$ cat config.mk
export PLATFORM = sky130hd
export DESIGN_NAME = hop_grant_lock
export DESIGN_NICKNAME = d
export VERILOG_FILES = /design/src/rtl/hop_grant_lock.sv
export SDC_FILE = /design/constraint.sdc
export NUM_CORES = 1
export LEC_CHECK = 0
export ABC_AREA = 1
export CAP_MARGIN = 40
export CORE_MARGIN = 2
export CORE_UTILIZATION = 40
export DETAILED_ROUTE_END_ITERATION = 16
export PLACE_DENSITY = 0.89
export SLEW_MARGIN = 10
export SYNTH_ARGS = -nofsm -noshare
export SYNTH_HDL_FRONTEND = slang
export SYNTH_SLANG_ARGS = --single-unit
$ cat constraint.sdc
create_clock -name clk_i -period 2.77 [get_ports clk_i]
set_input_delay 0.4155 -clock clk_i [delete_from_list [all_inputs] [get_ports clk_i]]
set_output_delay 0.4155 -clock clk_i [all_outputs]
set_load 0.01 [all_outputs]
$ cat src/rtl/hop_grant_lock.sv
// Output-port grant lock: registers the hop-count arbiter's winner and holds it for a whole
// wormhole packet. Optional feature macro HOP_GRANT_RR_TIEBREAK_EN (round-robin tie-break).
module hop_grant_lock #(
  parameter int unsigned IN_N  = 5,
  parameter int unsigned SEL_W = $clog2(IN_N)
) (
  input  logic             clk_i,
  input  logic             rst_ni,
  input  logic [IN_N-1:0]  cand_i,
  input  logic [SEL_W-1:0] arb_res_i,
  input  logic             not_conclusive_i,
  input  logic [IN_N-1:0]  vld_i,
  input  logic [IN_N-1:0]  tail_i,
  input  logic             out_rdy_i,
  output logic [IN_N-1:0]  grant_o,
  output logic [SEL_W-1:0] sel_o,
  output logic             grant_vld_o,
  output logic             out_vld_o,
  output logic [IN_N-1:0]  rd_en_o
);

  typedef enum logic [0:0] {StIdle, StLocked} state_e;

  state_e           state_q;
  logic [IN_N-1:0]  grant_q;
  logic [SEL_W-1:0] sel_q;
  logic [SEL_W-1:0] tie_win;
  logic [SEL_W-1:0] win_idx;
  logic             xfer;

`ifdef HOP_GRANT_RR_TIEBREAK_EN
  logic [SEL_W-1:0] rr_ptr_q;

  // Cyclic search starting just after the last tie winner.
  always_comb begin
    int unsigned idx;
    logic        found;
    tie_win = '0;
    found   = 1'b0;
    idx     = 0;
    for (int unsigned k = 1; k <= IN_N; k++) begin
      idx = (32'(rr_ptr_q) + k) % IN_N;
      if (!found && cand_i[idx[SEL_W-1:0]]) begin
        found   = 1'b1;
        tie_win = idx[SEL_W-1:0];
      end
    end
  end

  always_ff @(posedge clk_i or negedge rst_ni) begin
    if (!rst_ni) begin
      rr_ptr_q <= SEL_W'(IN_N - 1);
    end else if (state_q == StIdle && (|cand_i) && not_conclusive_i) begin
      rr_ptr_q <= tie_win;
    end
  end
`else
  // Fixed priority: lowest set index wins.
  always_comb begin
    tie_win = '0;
    for (int i = int'(IN_N) - 1; i >= 0; i--) begin
      if (cand_i[i]) begin
        tie_win = SEL_W'(i);
      end
    end
  end
`endif

  assign win_idx = not_conclusive_i ? tie_win : arb_res_i;

  always_ff @(posedge clk_i or negedge rst_ni) begin
    if (!rst_ni) begin
      state_q <= StIdle;
      grant_q <= '0;
      sel_q   <= '0;
    end else begin
      unique case (state_q)
        StIdle: begin
          if (|cand_i) begin
            state_q <= StLocked;
            sel_q   <= win_idx;
            grant_q <= IN_N'(1) << win_idx;
          end
        end
        StLocked: begin
          // Inputs from the arbiter are ignored here so packets never interleave.
          if (xfer && tail_i[sel_q]) begin
            state_q <= StIdle;
            grant_q <= '0;
            sel_q   <= '0;
          end
        end
        default: state_q <= StIdle;
      endcase
    end
  end

  assign grant_o     = grant_q;
  assign sel_o       = sel_q;
  assign grant_vld_o = (state_q == StLocked);
  assign out_vld_o   = grant_vld_o & vld_i[sel_q];
  assign xfer        = out_vld_o & out_rdy_i;
  assign rd_en_o     = grant_q & {IN_N{xfer}};

endmodule

==> results <==
- The run finished with clean final reports.
- The critical path in this run is classified as in -> out.
- In this run the number of H-tree levels came out at 1.
- The buffer cell driving the clock tree root is clkbuf_4.
- Counting distinct cell types in the post-synthesis netlist gives 17.
- Global routing used 18.2% of the available tracks.
- The first global-routing pass estimated 2660 um of wire.
- The count of buffers added by post-CTS timing repair for setup is 0.
- Yosys printed 0 warnings.
- STA classifies the critical path startpoint as an input pin.
- Synthesis produced a netlist with a net count of 126.
- Measured along the x axis, the die boundary spans 44.4 um.
- In the layout the commonest cells are 36 x clkdlybuf4s50_1, 34 x nand2_1, 19 x inv_1, 15 x nand3_1, 11 x nor2_1.
- The final count of hold timing violations is 0.
- For the final database, setup skew stands at 0.00564 ns.
- The initial antenna violation count was 0.
- Setup violations remaining at the end of the flow were counted as 0.
- The total routed wirelength is 1650 um.
- The worst endpoint required time is 2.35 ns.
- The number of violations of the max-capacitance limit is 0.
- The die covers 1970 um2.
- The sequential cell area fraction in the yosys report is 34.5%.
- After the first detailed-routing iteration, the DRC count stood at 20.
- The area growth from synthesis to layout is 62.6%.
- The total placed cells including tap cells is 156.
- The total overflow left after global routing is 0.
- The largest driver fanout on the critical path is 6.
- Across the VDD grid, the largest voltage drop is 0.436 mV.
- The routed via count is 773.
- TritonCTS created 3 clock buffers.
- Data on the critical path arrives at its endpoint at 1.98 ns.
- The starting density of the core is 42.9%.
- In the routed layout, each cell is associated on average with a via count of 4.83.
- The repair_antennas step left the layout with diodes totalling 0.
- In the routed design, unresolved DRC markers number 0.
- The congestion estimate from routability-driven global placement came to 0.886.
- Excluding fillers, the count of instances in the completed layout stands at 160.
- Power spread over the standard cell area amounts to 769 nW/um2.
- A synthesized cell averages 6.28 um2.
- The final max-slew violation count came to 0.
- The number of buffers added to fix hold violations after cts is 0.
- The worst hold margin is 0.462 ns.
- The number of buffers on the longest clock path is 2.
- In the finished design, the share of the clock period the worst path needs comes to 86.4%.
- The clock latency of the later-clocked register in the worst-skew pair is 0.25 ns.
- For the pin with the worst max-slew slack, the measured transition is 0.422 ns.
- The register clock-pin slew on the reported worst setup and hold paths is 0.06 ns.
- The commonest non-fill, non-tap cell in the layout is clkdlybuf4s50_1.
- The core utilization of the finished layout is 69.7%.
- The CTS tree is done.
- The ratio of cells with drive above 1 in the final layout is 7.64%.
- The number of global-route vias before repair is 679.
- The synthesized netlist occupies a cell area of 653 um2.
- The count of standard-cell rows is 14.
- The synthesized instance count is 104.
- The number of routed nets with antenna violations is 0.
- In this run, synthesis produced a sequential element count of 9.
- In this run the standard cell core region covers 1520 um2.
- The average wire length per cell after detail routing is 10.3 um.
- The first detailed-routing pass took 4 iterations.
- The type of element capturing the critical path is an output port.
- Headroom to the max-slew limit came out at 71.8%.
- The number of nets in the final layout is 167.
- Entering global routing, the biggest net connects 12 pins.
- The die is 44.4 um tall.
- Setup repair after global routing left no endpoint under its margin.
- For this design the static power due to leakage is 0.534 nW.
- Gates resized during post-CTS repair numbered 0.
- The number of buffers inserted by port buffering is 36.
- The I/O pin total is 37.
- Timing would allow up to 418 MHz.
- The type of the worst min-delay path is in -> async.
- The routed design could run at a clock period as short as 2.39 ns.
- The number of sinks driven by the clock tree is 9.
- The half-perimeter wire length of the detailed placement result is 1390 um.
- In the final timing run, aggregate negative setup slack is 0 ns.
cells in the mapped netlist:
| cell type | instances | share of area, % |
|---|---|---|
| o21bai_1 | 1 | 1.1 |
| a31oi_1 | 1 | 0.96 |
| inv_2 | 1 | 0.57 |
| a21oi_2 | 1 | 1.3 |
| nand3_2 | 2 | 3.1 |
| dfrtp_1 | 9 | 34 |
| nand2_4 | 1 | 1.7 |
| buf_2 | 1 | 0.77 |
| o21ai_1 | 1 | 0.77 |
| nand2_1 | 34 | 20 |
| inv_1 | 19 | 11 |
| o21bai_2 | 1 | 1.7 |
| nor2_1 | 11 | 6.3 |
| nand4_1 | 2 | 1.9 |
| nand3_1 | 15 | 11 |
| nor2_2 | 1 | 0.96 |
| o21ai_0 | 3 | 2.3 |
state kept, by name (all words and copies together), names as in the netlist:
register,cells
grant_o,5
grant_vld_o,1
sel_o,3
where the power goes:
group	internal, mW	switching (mW)
Combinational	0.233	0.256
Clock	0.0553	0.0423
Sequential	0.179	0.0518
layer usage:
metal  routed length, um  track usage [%]  up-vias
met4                  16             9.70        0
met2                 837             31.5       21
li1                    -                -      405
met1                 728             21.3      345
met5                   0                0        -
met3                  69             3.27        2
area by class of cell:
class | instances | area, um2
Timing Repair Buffer | 37 | 368
Sequential cell | 9 | 225
Tap cell | 16 | 20.0
Clock buffer | 4 | 26.3
Multi-Input combinational cell | 74 | 348
Fill cell | 134 | 462
Inverter | 20 | 75.1
logic make-up after synthesis:
| logic type | synth area share [%] |
|---|---|
| compound gates | 8.24 |
| buf+inv | 12.3 |
| simple gates | 45.0 |
| flops | 34.5 |
final timing paths:
check | depth (start not counted) | end | slack [ns] | from
max | 8 | rd_en_o[2] | 0.38 | vld_i[3]
min | 1 | grant_o[3] | 0.46 | rst_ni
max reg2reg | 8 | grant_o[2] | 1.35 | sel_o[0]
min reg2reg | 2 | grant_vld_o | 0.51 | grant_vld_o
max in group asynchronous | 1 | grant_o[4] | 2.01 | rst_ni
min in group clk_i | 2 | grant_vld_o | 0.51 | grant_vld_o
worst max-delay path, stage by stage:
cell and delay [ns]:
clkdlybuf4s50_1 0.46, nand2_1 0.06, nand3_1 0.10, nand2_1 0.05, nand2_1 0.08, nand3_2 0.13, nor2_1 0.12, clkdlybuf4s50_1 0.55
per-stage QoR:
step | cell area [um2] | worst slack (ns) | power [mW]
floorplan | 653 | 1.24 | 0.503
global placement | 1040 | 0.424 | 0.710
detailed placement | 1040 | 0.372 | 0.723
CTS | 1060 | 0.373 | 0.825
global route | 1060 | 0.264 | 0.892
finish | 1060 | 0.377 | 0.817
(Power assumes the default switching activity.)
==> RTL edit, RTL diff (same settings) <==
The option `HOP_GRANT_RR_TIEBREAK_EN` is turned on by a define.
--- a/src/rtl/hop_grant_lock.sv
+++ b/src/rtl/hop_grant_lock.sv
@@ -1,5 +1,7 @@
 // Output-port grant lock: registers the hop-count arbiter's winner and holds it for a whole
 // wormhole packet. Optional feature macro HOP_GRANT_RR_TIEBREAK_EN (round-robin tie-break).
+`define HOP_GRANT_RR_TIEBREAK_EN
+
 module hop_grant_lock #(
   parameter int unsigned IN_N  = 5,
   parameter int unsigned SEL_W = $clog2(IN_N)
Function: changed (a bounded check fails within 4 cycles, from zero or initial values and one cycle with rst_ni low).
==> RTL edit against the unedited design <==
The run now ends with negative setup slack left. Routed wire length rose to 5.1 times the old value. Global-route usage up 4.2 points. Cell area rose to 3.4 times the old value. Synthesized area rose to 3.5 times the old value. Worst setup slack worse by 1.3 ns. Sequential cell count up 3. First-iteration DRC count rose to 17 times the old value. Critical endpoint is now grant_o[3].
Power is not shown: default switching activity piles up to over one toggle a cycle in this logic, so the estimate is an artifact.
==> RTL edit: results (changes against the unedited design) <==
outcome=finished, violations left; violations in the final reports=negative setup slack; critical path's largest stage delay=0.48 ns (-0.07 ns); number of global-route vias before repair=2773 (+310%); highest-delay cell along the critical path=dfrtp_2; path type of the worst min-delay path=reg -> reg; number of vias per cell=5.51 (+14%); pin count of the biggest net entering global routing=16 (+4); wire length on met1=3240 µm (+350%); WL/cell=15.4 µm (+49%); PostCTS Resize Cnt=18 (+18); cell at the root of the clock tree=clkbuf_8; dominant cells by area after synthesis=nand2_1 (16%), ha_1 (14%), dfrtp_1 (12%); fill cell instance count of the final layout=411 (+210%); Mapped Nets=420 (+230%); global routing met2 resource utilization=0.418 (+0.104); final layout net count=523 (+210%); die footprint=6360 µm² (+220%); Setup WS post-layout=-0.905 ns (-1.28 ns); Post-Place Worst Slack=-0.752 ns (-1.12 ns); synth unique cells=40 (+23); met1 demand-to-capacity share in global routing=0.258 (+0.0451); detailed placer's ending HPWL=5630 µm (+310%); clock skew after layout=0.00651 ns (+0.000869 ns); final number of setup-violating endpoints=11 (+11)
RTL edit: cell count changes in the layout (fill, tap and decap cells not counted), sizes merged, moves of 5 or more:
cell / unedited run / this run
nor2: 12 / 25
nand4: 2 / 7
o21ai: 4 / 24
nand3: 17 / 64
buf: 1 / 68
ha: 0 / 26
or2: 0 / 5
nand2: 35 / 117
inv: 20 / 58
RTL edit: final timing paths:
path,start,to,slack [ns],cells past startpoint
min in group asynchronous,rst_ni,sel_o[2],0.53,1
min,grant_o[3],grant_o[3],0.51,2
max,rr_ptr_q[1],grant_o[3],-0.90,26
max reg2reg,rr_ptr_q[1],grant_o[3],-0.90,26
min reg2reg,grant_o[3],grant_o[3],0.51,2
max in group asynchronous,rst_ni,rr_ptr_q[1],1.83,1
RTL edit: through the flow:
step / hold WS [ns] / instances / cell area [µm²] / setup TNS [ns] / utilization
floorplan: 0.120 / 371 / 2360 / -4.77 / -
global placement: 0.485 / 529 / 3200 / -6.24 / 0.582
detailed placement: 0.492 / 529 / 3200 / -7.75 / 0.582
CTS: 0.511 / 537 / 3350 / -6.66 / 0.608
global route: 0.548 / 545 / 3560 / -11.27 / 0.646
finish: 0.513 / 545 / 3560 / -9.26 / 0.646
RTL edit: cell families (layout without fill, tap and decap cells):
group | after synthesis | after routing | share of synthesized area
flip-flops | 12 | 12 | 0.131
adder cells (fa/ha/maj) | 27 | 27 | 0.151
buffers and inverters | 66 | 168 | 0.111
AND/OR/NAND/NOR | 222 | 222 | 0.474
AO/OA/AOI/OAI | 40 | 40 | 0.115
XOR/XNOR | 4 | 4 | 0.0186
RTL edit: layout make-up:
type                       count  area share
multi-input combinational    293       0.562
timing repair buffer         104       0.246
sequential                    12      0.0854
inverter                      60      0.0664
tap                           72      0.0253
clock buffer                   4      0.0155
